==> src/rtl/uart_pkg.sv <==
// Shared UART definitions.
//   tx_state_t       : transmit sequencer states
//   UART_IDLE_LEVEL  : line level for idle and stop bits
//   UART_START_LEVEL : line level for the start bit
package uart_pkg;

  typedef enum logic [2:0] {
    IDLE,
    ARMED,
    START,
    DATA,
    STOP
  } tx_state_t;

  localparam logic UART_IDLE_LEVEL  = 1'b1;
  localparam logic UART_START_LEVEL = 1'b0;

endpackage

==> src/rtl/uart_tx_sched_rr_arb2.sv <==
// Two-way round-robin arbiter (purely combinational).
//   req_valid[1:0] : request lines
//   last           : index of the most recently granted requester (owned by parent)
//   grant[1:0]     : one-hot grant, zero when nobody requests
module rr_arb2 (
  input  logic [1:0] req_valid,
  input  logic       last,
  output logic [1:0] grant
);

  always_comb begin
    grant = req_valid;
    // On contention the requester that did not win last time goes first.
    if (req_valid == 2'b11) begin
      grant = last ? 2'b01 : 2'b10;
    end
  end

endmodule

==> src/rtl/uart_tx_sched.sv <==
// Shares one UART transmit line between two byte producers and frames each
// byte (start, DATA_BITS data LSB first, STOP_BITS stop) on the txclk baud tick.
//   clk_in          : system clock
//   reset_n         : asynchronous active-low reset
//   txclk           : one-cycle baud tick from the divider
//   req_valid[1:0]  : requester i has a byte
//   req_data0/1     : requester bytes
//   req_ready[1:0]  : combinational grant strobe, only while idle
//   tx              : registered serial line, idles high
//   busy            : high from acceptance until frame completion
//   owner           : requester of the frame in flight / last granted
//   tx_done         : one-cycle pulse at frame completion
//
// state | meaning
// IDLE  | arbitrate, accept a byte on handshake
// ARMED | byte latched, waiting for the tick that starts the start bit
// START | start bit on the line
// DATA  | data bits on the line, bitcnt = bits already sent
// STOP  | stop bit(s) on the line, stopcnt = stop bits already started
module uart_tx_sched
  import uart_pkg::*;
#(
  parameter int DATA_BITS = 8,
  parameter int STOP_BITS = 1
) (
  input  logic                 clk_in,
  input  logic                 reset_n,
  input  logic                 txclk,
  input  logic [1:0]           req_valid,
  input  logic [DATA_BITS-1:0] req_data0,
  input  logic [DATA_BITS-1:0] req_data1,
  output logic [1:0]           req_ready,
  output logic                 tx,
  output logic                 busy,
  output logic                 owner,
  output logic                 tx_done
);

  localparam logic [3:0] LAST_DATA = 4'(DATA_BITS);
  localparam logic [3:0] LAST_STOP = 4'(STOP_BITS);

  tx_state_t            state, state_nx;
  logic [DATA_BITS-1:0] shreg, shreg_nx;
  logic [3:0]           bitcnt, bitcnt_nx;
  logic [3:0]           stopcnt, stopcnt_nx;
  logic                 last, last_nx;
  logic                 owner_nx, busy_nx, tx_nx, tx_done_nx;
  logic [1:0]           grant;
  logic                 handshake;

  rr_arb2 u_arb (
    .req_valid (req_valid),
    .last      (last),
    .grant     (grant)
  );

  assign req_ready = (state == IDLE) ? grant : 2'b00;
  assign handshake = |(req_valid & req_ready);

  always_comb begin
    state_nx   = state;
    shreg_nx   = shreg;
    bitcnt_nx  = bitcnt;
    stopcnt_nx = stopcnt;
    last_nx    = last;
    owner_nx   = owner;
    busy_nx    = busy;
    tx_nx      = tx;
    tx_done_nx = 1'b0;

    case (state)
      IDLE: begin
        // A tick in this cycle is deliberately ignored; framing waits in ARMED.
        if (handshake) begin
          shreg_nx   = grant[1] ? req_data1 : req_data0;
          owner_nx   = grant[1];
          last_nx    = grant[1];
          busy_nx    = 1'b1;
          bitcnt_nx  = 4'd0;
          stopcnt_nx = 4'd0;
          state_nx   = ARMED;
        end
      end
      ARMED: begin
        if (txclk) begin
          tx_nx    = UART_START_LEVEL;
          state_nx = START;
        end
      end
      START: begin
        if (txclk) begin
          tx_nx     = shreg[0];
          shreg_nx  = shreg >> 1;
          bitcnt_nx = 4'd1;
          state_nx  = DATA;
        end
      end
      DATA: begin
        if (txclk) begin
          if (bitcnt == LAST_DATA) begin
            tx_nx      = UART_IDLE_LEVEL;
            stopcnt_nx = 4'd1;
            state_nx   = STOP;
          end else begin
            tx_nx     = shreg[0];
            shreg_nx  = shreg >> 1;
            bitcnt_nx = bitcnt + 4'd1;
          end
        end
      end
      STOP: begin
        if (txclk) begin
          if (stopcnt == LAST_STOP) begin
            busy_nx    = 1'b0;
            tx_done_nx = 1'b1;
            state_nx   = IDLE;
          end else begin
            stopcnt_nx = stopcnt + 4'd1;
          end
        end
      end
      default: begin
        tx_nx    = UART_IDLE_LEVEL;
        busy_nx  = 1'b0;
        state_nx = IDLE;
      end
    endcase
  end

  always_ff @(posedge clk_in or negedge reset_n) begin
    if (!reset_n) begin
      state   <= IDLE;
      shreg   <= '0;
      bitcnt  <= 4'd0;
      stopcnt <= 4'd0;
      last    <= 1'b1;
      owner   <= 1'b0;
      busy    <= 1'b0;
      tx      <= UART_IDLE_LEVEL;
      tx_done <= 1'b0;
    end else begin
      state   <= state_nx;
      shreg   <= shreg_nx;
      bitcnt  <= bitcnt_nx;
      stopcnt <= stopcnt_nx;
      last    <= last_nx;
      owner   <= owner_nx;
      busy    <= busy_nx;
      tx      <= tx_nx;
      tx_done <= tx_done_nx;
    end
  end

endmodule

==> config.mk <==
export PLATFORM = sky130hd
export DESIGN_NAME = uart_tx_sched
export DESIGN_NICKNAME = d
export VERILOG_FILES = /design/src/rtl/uart_pkg.sv /design/src/rtl/uart_tx_sched_rr_arb2.sv /design/src/rtl/uart_tx_sched.sv
export SDC_FILE = /design/constraint.sdc
export NUM_CORES = 1
export LEC_CHECK = 0
export CAP_MARGIN = 5
export CORE_MARGIN = 5
export CORE_UTILIZATION = 45
export DETAILED_ROUTE_END_ITERATION = 12
export GPL_ROUTABILITY_DRIVEN = 0
export PLACE_DENSITY = 0.71
export SYNTH_ARGS = -nofsm -noshare
export SYNTH_HDL_FRONTEND = slang
export SYNTH_SLANG_ARGS = --single-unit
export TNS_END_PERCENT = 1
==> constraint.sdc <==
create_clock -name clk_in -period 3.41 [get_ports clk_in]
set_input_delay 0.8525 -clock clk_in [delete_from_list [all_inputs] [get_ports clk_in]]
set_output_delay 0.8525 -clock clk_in [all_outputs]
set_load 0.05 [all_outputs]
==> metrics.yaml <==
critical_path:
  worstPathRequired_ns: 2.56
  crit-reg2reg-capture: "stopcnt[3]$_DFFE_PN0P_"
  crit_fanout: 4
  crit_buf_inv: 2
  crit_slowest_cell: "clkdlybuf4s50_1"
  crit_path_start_kind: "input pin"
  crit_chain: "clkdlybuf4s50_1 -> a21boi_1 -> and3_1 -> buf_12"
  crit-reg2reg-launch: "state[2]$_DFFE_PN0P_"
  reg2reg_slack_ns: 1.59
  max_stage_delay_ns: 0.53
  rr_worst_depth: 5
  critPathTopFamily: "buffers and inverters"
  crit_path_end_kind: "output pin"
  critPathKind: "in -> out"
  worstPathArrival_ns: 1.99
synthesis:
  synth_area_leaders: "dfrtp_1 39%, mux2i_1 5.6%, o21ai_1 5.3%"
  ys.warnings.count: 0
  yosysSeqAreaShare: 0.425
  syn_avg_cell_area_um2: 8.99
  ys.flop_type: "dfrtp_1"
  synthCells: 158
  synth-seq-cells: 24
  yosysTopAreaCellShare: 0.388
  yosysTopAreaCell: "dfrtp_1"
  synth_area_um2: 1420
  async_reset_ff_frac: 1.00
  synth_edf_count: 0
  synth_cell_type_count: 44
  synth_nets: 183
clock_network:
  htreeDepth: 1
  cts-resized-gates: 0
  clk_transition_reported_paths_ns: 0.13
  cts_inserted_buffers: 3
  ctsRootBufferMaster: "clkbuf_4"
  clock-sinks: 24
  cts_tree: "built"
  clock_latency_ns: 0.32
  cts_buffer_depth: 2
  hold_buffers: 0
  postCtsSetupRepairBufs: 0
finish:
  stdcell_area_um2: 1760
  fin_cells: 227
  final_nets: 209
  seq_area_um2: 603
  syn2layout_area_growth_pct: 24.2
  num-fill-cells: 285
  insertedDiodeCount: 0
  drive_gt1_frac: 0.109
  multi_input_area_um2: 741
detailed_routing:
  drc: 0
  viasPerCell: 5.15
  firstDrtPassIters: 4
  finalWirelength_um: 2870
  ant_nets: 0
  vias: 1170
  wire_per_inst_um: 12.6
  drt_iter0_markers: 34
floorplanning:
  die_y_um: 66.2
  rows: 20
  start_util: 0.469
  die-area_um2: 4380
  io_pins: 27
  die_w_um: 66.2
  fp.coreArea_um2: 3030
timing:
  setup-violations-final: 0
  setup_slack_ns: 0.567
  maxSlewViolCount: 0
  period_needed_ns: 2.84
  worst_pin_slew_ns: 0.517
  finClkSkew_ns: 0.00142
  hold_violations: 0
  max_slew_margin: 0.655
  holdWs_ns: 0.499
  grt_setup_unrepaired: "no"
  fmax_ghz: 0.352
  fin_setup_tns_ns: 0
  fin_crit_sh: 0.834
power_and_ir_drop:
  peakVddDrop_uv: 295
  power_density_nw_per_um2: 786
  leakagePower_nw: 0.750
min_path:
  hold_depth: 2
  worstHoldEndpoint: "shreg[2]$_DFFE_PN0P_"
  min_from: "shreg[2]$_DFFE_PN0P_"
  worstHoldPathType: "reg -> reg"
placed_design:
  hpwlAfterDp_um: 2200
  placed_cells: 223
  placed_cell_area_um2: 1730
  dp_slack_ns: 0.570
  portBuffers: 26
global_route:
  grt_pass1_wl_um: 5060
  grt_usage: 0.148
  grt_pass1_vias: 1147
  grt.overflow.total: 0
  antenna_found_initial: 0
  grt_max_degree: 25
status:
  outcome: "finished clean"
job:
  maxCapViolations: 0
==> state kept, by name, summed over array words and instances, names as in the netlist <==
name	flops
owner	1
shreg	8
bitcnt	4
tx_done	1
stopcnt	4
busy	1
state	3
last	1
tx	1
==> routing by layer <==
layer	global-route usage	vias up	part of all wire
met3	0.0255	5	0.049
met2	0.242	28	0.46
met5	0	-	0
li1	-	604	-
met4	0.0533	0	0.018
met1	0.194	533	0.47
==> layout by cell type (no fill, tap or decap), drive strengths merged, types with 2 or more instances in the layout <==
| cell type | netlist | routed |
|---|---|---|
| clkdlybuf4s50 | 0 | 24 |
| dfrtp | 22 | 22 |
| nand2 | 21 | 21 |
| o21ai | 20 | 20 |
| nor2 | 18 | 18 |
| a21oi | 14 | 14 |
| mux2i | 8 | 8 |
| inv | 7 | 7 |
| nand3 | 6 | 6 |
| buf | 7 | 5 |
| ha | 4 | 4 |
| clkbuf | 1 | 4 |
| o31ai | 3 | 3 |
| dfstp | 2 | 2 |
| or2 | 2 | 2 |
==> worst reg2reg max path: stages (launching register included) <==
cell and delay [ns]:
dfrtp_1 0.69, nand3b_4 0.26, or2_4 0.17, o211ai_4 0.09, or4_1 0.47, nand3_1 0.09
==> area by class of cell <==
| cell class | count | share of cell area |
|---|---|---|
| multi-input combinational | 119 | 0.420 |
| sequential | 24 | 0.342 |
| timing repair buffer | 29 | 0.172 |
| tap | 44 | 0.0312 |
| clock buffer | 4 | 0.0206 |
| inverter | 7 | 0.0149 |
==> Yosys cell counts, types with 2 or more instances <==
cell,count
nor2_1,16
nand3_1,6
o31ai_1,3
o21ai_0,5
inv_1,7
dfrtp_1,22
buf_2,4
a21oi_1,14
ha_1,4
mux2i_1,8
dfstp_2,2
buf_4,2
o21ai_1,15
nand2_2,2
nand2_1,19
==> cells by family (layout without fill, tap and decap cells) <==
| logic type | count (synthesis) | in the layout | share of synthesized area |
|---|---|---|---|
| and+or+nand+nor | 59 | 59 | 0.216 |
| AOI/OAI and AO/OA | 46 | 46 | 0.200 |
| DFF | 24 | 24 | 0.425 |
| buffers and inverters | 15 | 40 | 0.0537 |
| muxes | 9 | 9 | 0.0643 |
| adders and majority gates | 4 | 4 | 0.0352 |
| xor gates and xnor gates | 1 | 1 | 0.00617 |
==> stage by stage <==
| step | util | power [mW] |
|---|---|---|
| after detailed placement | 0.571 | 1.25 |
| after CTS | 0.583 | 1.40 |
| final | 0.583 | 1.39 |
| after global routing | 0.583 | 1.50 |
| after floorplan | - | 1.07 |
| after global placement | 0.571 | 1.23 |
==> how the worst max path moves through the flow <==
stage	from	end	slack (ns)	depth (start not counted)
2_1_floorplan	state[1]$_DFFE_PN0P_	req_ready[0]	0.78	5
3_5_place_dp	req_valid[1]	req_ready[1]	0.57	4
5_1_grt	state[1]$_DFFE_PN0P_	req_ready[0]	0.47	5
4_1_cts	req_valid[1]	req_ready[1]	0.56	4
6_report	req_valid[1]	req_ready[1]	0.57	4
3_3_place_gp	req_valid[1]	req_ready[1]	0.62	4
==> report_power, final <==
group / leakage (nW) / total [mW] / switching, mW / internal, mW
Combinational: 0.423 / 0.711 / 0.416 / 0.296
Sequential: 0.306 / 0.523 / 0.128 / 0.395
Clock: 0.0210 / 0.152 / 0.0866 / 0.0654
Total: 0.750 / 1.39 / 0.631 / 0.756
(Power assumes the default switching activity.)
